===== src/rtl/fetch_instr_queue.sv =====
// -----------------------------------------------------------------------------
// fetch_instr_queue
//   Decoupling FIFO between the instruction fetch stage (F) and the dual-issue
//   decoder (D). Each cycle F may push 0-2 instructions from an aligned 64-bit
//   fetch pair; they are split into per-instruction entries in program order.
//   D is shown the two oldest entries and consumes 0-2 of them. A redirect
//   (flush) empties the whole queue.
//
//   Optional build macro: FIQ_BYPASS_EN
//     Undefined (default): one-cycle latency, outputs come only from storage.
//     Defined: when the queue is empty (or holds one entry) and a pair is
//     accepted, the incoming instructions are presented to D in the same cycle.
//
// Ports
//   clk, resetn       clock, asynchronous active-low reset
//   flush             redirect: drop stored and incoming instructions
//   valid_F[1:0]      per-slot valid from F (slot0 is older)
//   instr_F[63:0]     slot0 = [31:0], slot1 = [63:32]
//   pc_F[31:0]        8-byte aligned pair base address
//   exc_code_F, tre_F fetch exception code / TLB-refill flag for both slots
//   bp_info_F         per-slot branch prediction records
//   allowin_D         queue can take a full pair this cycle
//   valid_D[1:0]      head entries valid, [0] oldest
//   instr_D, pc_D, exc_code_D, tre_D, bp_info_D   per-slot head fields
//   deq_D[1:0]        number of presented entries D consumes this cycle
//   count             current occupancy
//
// Handshake: F -> queue, a slot transfers when valid_F[i] && allowin_D && !flush;
// allowin_D depends only on registered occupancy, so F may look at it before
// deciding to drive valid_F. Queue -> D, valid_D marks presented entries and
// deq_D (never more than the number presented) removes that many from the head.
// -----------------------------------------------------------------------------
module fetch_instr_queue #(
   parameter int DEPTH = 8,
   parameter int BP_W  = 40
) (
   input  logic                    clk,
   input  logic                    resetn,
   input  logic                    flush,
   input  logic [1:0]              valid_F,
   input  logic [63:0]             instr_F,
   input  logic [31:0]             pc_F,
   input  logic [4:0]              exc_code_F,
   input  logic                    tre_F,
   input  logic [2*BP_W-1:0]       bp_info_F,
   output logic                    allowin_D,
   output logic [1:0]              valid_D,
   output logic [63:0]             instr_D,
   output logic [63:0]             pc_D,
   output logic [9:0]              exc_code_D,
   output logic [1:0]              tre_D,
   output logic [2*BP_W-1:0]       bp_info_D,
   input  logic [1:0]              deq_D,
   output logic [$clog2(DEPTH):0]  count
);

   localparam int AW = $clog2(DEPTH);
   localparam int PW = AW + 1;
   localparam logic [PW-1:0] ALLOW_MAX = PW'(DEPTH - 2);

   typedef struct packed {
      logic [31:0]     pc;
      logic [31:0]     instr;
      logic [4:0]      exc;
      logic            tre;
      logic [BP_W-1:0] bp;
   } entry_t;

   // Pointers carry a wrap bit so full (count == DEPTH) and empty differ.
   logic [PW-1:0] head_q, head_d;
   logic [PW-1:0] tail_q, tail_d;
   logic [PW-1:0] count_w;

   entry_t        mem_q [DEPTH];

   entry_t        slot0_e, slot1_e;
   entry_t        in_a, in_b;
   logic [1:0]    enq_num;
   logic          enq_fire;

   logic          wr0_en, wr1_en;
   logic [AW-1:0] wr_idx0, wr_idx1;
   logic [AW-1:0] rd_idx0, rd_idx1;
   entry_t        rd0, rd1;

   logic          v0, v1;
   entry_t        view0, view1;

   assign count_w   = tail_q - head_q;
   assign count     = count_w;
   // Pre-dequeue occupancy keeps this free of any path from deq_D.
   assign allowin_D = (count_w <= ALLOW_MAX);

   // ---------------------------------------------------------------- enqueue
   always_comb begin
      slot0_e = '{pc: pc_F, instr: instr_F[31:0], exc: exc_code_F, tre: tre_F,
                  bp: bp_info_F[0 +: BP_W]};
      slot1_e = '{pc: {pc_F[31:3], 1'b1, pc_F[1:0]}, instr: instr_F[63:32],
                  exc: exc_code_F, tre: tre_F, bp: bp_info_F[BP_W +: BP_W]};
      // in_a is the oldest incoming instruction; a slot1-only pattern moves
      // slot1 into the first write position.
      in_a     = valid_F[0] ? slot0_e : slot1_e;
      in_b     = slot1_e;
      enq_num  = {1'b0, valid_F[0]} + {1'b0, valid_F[1]};
      enq_fire = allowin_D && !flush && (|valid_F);
      wr0_en   = enq_fire;
      wr1_en   = enq_fire && (enq_num == 2'd2);
      wr_idx0  = tail_q[AW-1:0];
      wr_idx1  = wr_idx0 + AW'(1);
   end

   // ------------------------------------------------------ pointer next-state
   always_comb begin
      head_d = head_q;
      tail_d = tail_q;
      if (flush) begin
         head_d = '0;
         tail_d = '0;
      end else begin
         head_d = head_q + PW'(deq_D);
         if (enq_fire) begin
            tail_d = tail_q + PW'(enq_num);
         end
      end
   end

   always_ff @(posedge clk or negedge resetn) begin
      if (!resetn) begin
         head_q <= '0;
         tail_q <= '0;
      end else begin
         head_q <= head_d;
         tail_q <= tail_d;
      end
   end

   // Entry storage is intentionally not reset; pointers define what is live.
   always_ff @(posedge clk) begin
      if (wr0_en) mem_q[wr_idx0] <= in_a;
      if (wr1_en) mem_q[wr_idx1] <= in_b;
   end

   // ---------------------------------------------------------- presentation
   always_comb begin
      rd_idx0 = head_q[AW-1:0];
      rd_idx1 = rd_idx0 + AW'(1);
      rd0     = mem_q[rd_idx0];
      rd1     = mem_q[rd_idx1];
      v0      = (count_w != '0);
      v1      = (count_w >= PW'(2));
      view0   = rd0;
      view1   = rd1;
`ifdef FIQ_BYPASS_EN
      // Forward incoming instructions past empty storage slots. enq_fire
      // already excludes flush cycles.
      if (enq_fire && (count_w == '0)) begin
         v0    = 1'b1;
         v1    = (enq_num == 2'd2);
         view0 = in_a;
         view1 = in_b;
      end else if (enq_fire && (count_w == PW'(1))) begin
         v1    = 1'b1;
         view1 = in_a;
      end
`endif
   end

   always_comb begin
      valid_D    = {v1, v0};
      instr_D    = '0;
      pc_D       = '0;
      exc_code_D = '0;
      tre_D      = '0;
      bp_info_D  = '0;
      if (v0) begin
         instr_D[31:0]         = view0.instr;
         pc_D[31:0]            = view0.pc;
         exc_code_D[4:0]       = view0.exc;
         tre_D[0]              = view0.tre;
         bp_info_D[0 +: BP_W]  = view0.bp;
      end
      if (v1) begin
         instr_D[63:32]          = view1.instr;
         pc_D[63:32]             = view1.pc;
         exc_code_D[9:5]         = view1.exc;
         tre_D[1]                = view1.tre;
         bp_info_D[BP_W +: BP_W] = view1.bp;
      end
   end

   // F must not present instructions while the queue refuses a pair.
   a_no_push_without_allowin: assert property (
      @(posedge clk) disable iff (!resetn) (|valid_F) |-> allowin_D);

endmodule

===== config.mk =====
export PLATFORM = sky130hd
export DESIGN_NAME = fetch_instr_queue
export DESIGN_NICKNAME = d
export VERILOG_FILES = /design/src/rtl/fetch_instr_queue.sv
export SDC_FILE = /design/constraint.sdc
export NUM_CORES = 2
export LEC_CHECK = 0
export BUFFER_PORTS_ARGS = -buffer_cell sky130_fd_sc_hd__buf_2
export CORE_MARGIN = 3
export CORE_UTILIZATION = 45
export DETAILED_ROUTE_END_ITERATION = 7
export PLACE_DENSITY_LB_ADDON = 0.15
export SETUP_SLACK_MARGIN = 0.4
export SLEW_MARGIN = 40
export SYNTH_ARGS = -nofsm -noshare
export SYNTH_HDL_FRONTEND = slang
export SYNTH_SLANG_ARGS = --single-unit

===== constraint.sdc =====
create_clock -name clk -period 8.7 [get_ports clk]
set_input_delay 0 -clock clk [delete_from_list [all_inputs] [get_ports clk]]
set_output_delay 0 -clock clk [all_outputs]
set_load 0.005 [all_outputs]

Yosys cells after proc, flatten, opt, wreduce, memory -nomap -nowiden:

Memories as Yosys holds them, arrays and structs flattened.
Index checks and enable logic that the tools add are counted.

* add/sub/neg operators: 6
* multipliers: 0
* divide/modulo/power cells: 0
* magnitude comparators: 2
* equality and inequality tests: 1
* shift operators: 0
* muxes and demuxes: 18
* bitwise logic cells: 0
* reductions and logical operators: 7

Operator list (number)
* 32-bit two-way mux: 4
* 81-bit two-way mux: 1
* 40-bit two-way mux: 2
* 4-bit two-way mux: 3
* 5-bit two-way mux: 2
* 4-bit by 2-bit adder with 4-bit output: 2
* 3-bit by 1-bit adder with 3-bit output (second input constant): 2
* 1-bit two-way mux: 6
* 4-bit by 2-bit >= comparator with 1-bit output (second input constant): 1
* 4-bit by 3-bit less-or-equal comparator with 1-bit output (second input constant): 1
* 4-bit nonzero test: 1
* 4-bit subtractor: 1
* 1-bit logical AND: 3
* 1-bit by 1-bit adder with 2-bit output: 1
* 2-bit == test (second input constant): 1
* 2-bit nonzero test: 1
* 2-bit OR reduction: 1
* 1-bit logical NOT: 1

* register bits after elaboration: 8
* latch bits: 0
* RAM bits: 880
* bits in read-only memories: 0
* input bits: 189
* output and inout bits: 227
* memories: 1

Memory list
* mem_q: words 8, width 110, rd ports 2, clocked after memory_dff 0, wr ports 2, RTL line 74 `entry_t mem_q [DEPTH];`

Depth between registers and ports, before layout:

* depth after elaboration: 7
* mapped depth: 15
* mapped depth without buffers: 9

Worst setup path before layout:

No wires, ideal clock.

* path type: register to register
* start: register head_q[1]
* end: memory mem_q[1][0] (netlist bit) (enable)
* arrival time: 6.092 ns
* required time: 8.187 ns
* slack: 2.096 ns
* cell stages (with the launch flop): 12
* buffers on the path: 5
* cell sequence: dfrtp_1 clkbuf_1 clkbuf_1 clkbuf_1 inv_1 fa_1 nor2b_1 a21oi_4 clkbuf_1 o2111ai_1 o31ai_1 clkbuf_1

RTL lines
* start: declaration: RTL line 70 `logic [PW-1:0] head_q, head_d;`
* start signal: assignment: RTL line 129 `head_q <= '0;`
* start signal: assignment: RTL line 132 `head_q <= head_d;`
* end: declaration: RTL line 74

Worst setup path in the final report:

* start: register head_q[2]
* end: output instr_D[2]

* longest elaborated chain between the ends: 3
* elaborated cells on any way between the ends: 4
* classes of those cells: add/sub: 1; mux: 1; reduce/logical: 1; memory: 1

RTL lines
* 4-bit subtractor: RTL line 89 `assign count_w = tail_q - head_q;`
* 4-bit nonzero test: RTL line 149 `v0 = (count_w != '0);`
* 32-bit two-way mux (*): RTL line 175 `if (v0) begin`
* end: declaration: RTL line 48 `output logic [63:0] instr_D,`

Mark *: on every way between the ends. The rest lies on a longest branch, timed or not.

==> results.sh <==
export IMPL_finalSetupViolCount=0
export IMPL_core_mm2=0.1060
export IMPL_fin_skew_ps=32.74
export IMPL_dr_first_iter_drc_count=4286
export IMPL_ios=416
export IMPL_layout_drive_gt1_share_pct=27.00
export IMPL_grt_usage_pct=30.61
export IMPL_status="finished clean"
export IMPL_p_leak_uw=0.01948
export IMPL_critPathLaunchType="register"
export IMPL_worstPathBufferInverterCount=3
export IMPL_fmax_ghz=0.1679
export IMPL_row_count=119
export IMPL_path_clk_slew_ps=60
export IMPL_finalHoldViolCount=0
export IMPL_fp_dieW_um=333.8
export IMPL_overflow=0
export IMPL_synth_main_ff_cell="edfxtp_1"
export IMPL_post_route_period_util_pct=68.44
export IMPL_required_ps=8700
export IMPL_wirelength_mm=173.3
export IMPL_syn_nets=3767
export IMPL_crit_top_cell="a21oi_1"
export IMPL_synth_async_reset_ratio_pct=0.9009
export IMPL_start_util_pct=45.62
export IMPL_synth_area_per_cell_um2=13.57
export IMPL_via_count=36800
export IMPL_min_period_ps=5955
export IMPL_drv_cap=0
export IMPL_cp_end_kind="primary output"
export IMPL_vdd_drop_max_mv=0.2693
export IMPL_dr_pass1_iters=5
export IMPL_synth_cells=3563
export IMPL_cts_tree="done"
export IMPL_synth_area_leader_cell="edfxtp_1"
export IMPL_grt_max_degree=125
export IMPL_hp_class="input pin to register"
export IMPL_ys_types=40
export IMPL_die_area_mm2=0.1114
export IMPL_ant_nets=0
export IMPL_ys_warnings_count=0
export IMPL_synthTopCellsByArea="edfxtp_1, mux4_2, o22ai_1"
export IMPL_clock_sinks=888
export IMPL_crit_slowest_cell="dfrtp_4"
export IMPL_yosys_register_bits=888
export IMPL_ys_seq_area_share_pct=54.89
export IMPL_cts_inserted_buffers=101
export IMPL_fill_cells=8807
export IMPL_p_int_uw=9265
export IMPL_cp_cell_sequence="inv_6 > ha_1 > a21oi_1 > and3_2 > o21a_4 > and2_4 > buf_4 > a21oi_1 > buf_2"
export IMPL_worstSkewPairLatency_ps=690
export IMPL_rsz0062_at_grt="no"
export IMPL_netSwitchingPower_uw=4880
export IMPL_arrival_ps=5950
export IMPL_synthToLayoutAreaGrowth_pct=19.36
export IMPL_p_seq_share_pct=36.6
export IMPL_first_global_vias=37520
export IMPL_syn_cell_area_mm2=0.04836
export IMPL_swShare_pct=34.50
export IMPL_synth_edf_count=872
export IMPL_h_tree_depth=3
export IMPL_final_max_slew_viol_count=0
export IMPL_gp_congestion=0.8062
export IMPL_drc=0
export IMPL_synth_top_area_share_pct=54.15
export IMPL_clkPwrFrac_pct=30.5
export IMPL_viasPerCell=6.648
export IMPL_cts_max_path_buffers=3
export IMPL_ctsHoldBuffers=260
export IMPL_p_per_area_mw_per_mm2=245.0
export IMPL_synth_commonest_cells="edfxtp_1, nand2_1, o22ai_1, mux4_2, a21oi_1"
export IMPL_max_stage_delay_ps=750
export IMPL_path_max_fanout=64
export IMPL_ctsResizeCount=0
export IMPL_finalNetCount=4263
export IMPL_relSlewSlack_pct=38.54
export IMPL_path_class="register to primary output"
export IMPL_final_core_util_pct=54.45
export IMPL_worst_pin_slew_ps=921.9
export IMPL_cts_root_buf="clkbuf_16"
export IMPL_dp_hpwl_mm=94.89
export IMPL_postCtsSetupRepairBufs=0
export IMPL_cpLargestDelayFamily="buffers and inverters"
export IMPL_numPortBuffers=415
export IMPL_power_share_combinational_pct=32.9
export IMPL_wl_per_cell_um=31.31
export IMPL_dieHeight_um=333.8
export IMPL_synth_most_common_cell="edfxtp_1"
export IMPL_grt_pass1_wl_mm=251.2
export IMPL_antenna_found_initial=5
export IMPL_tns_ps=0
per-stage QoR:
stage / hold WS [ps] / worst slack, ps / area, µm² / cells / power [µW]
3_3_place_gp: -120.5 / 2623 / 51530 / 5078 / 9751
5_1_grt: 240.0 / 2576 / 57720 / 5533 / 14620
2_1_floorplan: -295.6 / 2096 / 48360 / 3563 / 7829
3_5_place_dp: -113.8 / 2908 / 51750 / 5085 / 9794
6_report: 242.7 / 2745 / 57720 / 5535 / 14140
4_1_cts: 192.6 / 2738 / 57640 / 5530 / 14160
layer usage:
metal  vias to the layer above  routed length, µm  global-route usage (%)
met5                         -                 13                       0
met4                         2               6857                   12.00
met3                       410              17300                   5.650
met1                     18860              65260                   40.49
met2                      2270              83870                   50.48
li1                      15250                  -                       -
placed cells by master (no fill, tap or decap), types with 4 or more instances in the layout:
| master | instances |
|---|---|
| buf_2 | 415 |
| clkinv_1 | 25 |
| mux4_2 | 440 |
| inv_8 | 4 |
| buf_12 | 8 |
| xnor2_1 | 4 |
| nand2_1 | 594 |
| ha_1 | 11 |
| nor3_1 | 4 |
| o22ai_1 | 576 |
| o31ai_4 | 4 |
| clkinvlp_4 | 4 |
| clkbuf_16 | 105 |
| bufinv_16 | 11 |
| dlygate4sd3_1 | 260 |
| o221ai_1 | 4 |
| buf_6 | 23 |
| and2_1 | 149 |
| mux2i_1 | 71 |
| dfxtp_1 | 8 |
| inv_1 | 8 |
| edfxtp_1 | 872 |
| buf_4 | 46 |
| clkbuf_1 | 20 |
| a21oi_1 | 225 |
| nor2b_1 | 154 |
| dfrtp_1 | 5 |
| nor2_1 | 13 |
| o21a_2 | 4 |
| o2111ai_4 | 8 |
| clkinv_2 | 16 |
worst register-to-register path, cell delays in order, from the launching register on:
cell and delay, ps:
dfrtp_4 750, inv_6 720, ha_1 410, xor2_1 220, a21oi_4 640, o2111ai_1 500
o21a_2 350, buf_4 320, inv_8 660, buf_4 750
cell families after synthesis:
logic type | count (synthesis) | synth area share, %
buffers and inverters | 376 | 3.319
xor gates and xnor gates | 9 | 0.1630
muxes | 513 | 22.00
and+or+nand+nor | 929 | 8.846
AOI/OAI and AO/OA | 833 | 10.34
adders and majority gates | 15 | 0.4347
DFF | 888 | 54.89
area by class of cell:
class,instances,area [µm²],area share [%]
Clock buffer,125,2703,4.682
Sequential cell,888,26560,46.01
Inverter,14,87.58,0.1517
Clock inverter,60,584.3,1.012
Antenna cell,3,7.507,0.01301
Tap cell,1391,1740,3.015
Multi-Input combinational cell,2299,20520,35.54
Timing Repair Buffer,755,5527,9.574
registers in the layout, summed over array words and instances, names as in the netlist:
signal  count
head_q      4
mem_q     880
tail_q      4
worst paths after layout:
| kind | slack [ps] | cells after the start | to | start |
|---|---|---|---|---|
| min in group asynchronous | 400 | 3 | head_q[2]$_DFF_PN0_ | resetn |
| max in group asynchronous | 7910 | 3 | head_q[0]$_DFF_PN0_ | resetn |
| max | 2750 | 9 | instr_D[2] | head_q[2]$_DFF_PN0_ |
| max reg2reg | 2880 | 9 | mem_q[7][81]$_DFFE_PP_ | head_q[2]$_DFF_PN0_ |
| min reg2reg | 500 | 1 | mem_q[0][80]$_SDFFE_PP1N_ | mem_q[0][80]$_SDFFE_PP1N_ |
| min | 240 | 3 | mem_q[1][90]$_DFFE_PP_ | pc_F[12] |
power by group through the flow:
stage / Combinational (µW) / Clock [µW] / Sequential [µW]
global placement: 4500 / 0 / 5250
global route: 4900 / 4520 / 5210
detailed placement: 4530 / 0 / 5270
CTS: 4630 / 4350 / 5180
floorplan: 2620 / 0 / 5210
finish: 4650 / 4310 / 5180
Power figures use the tool's default switching activity.
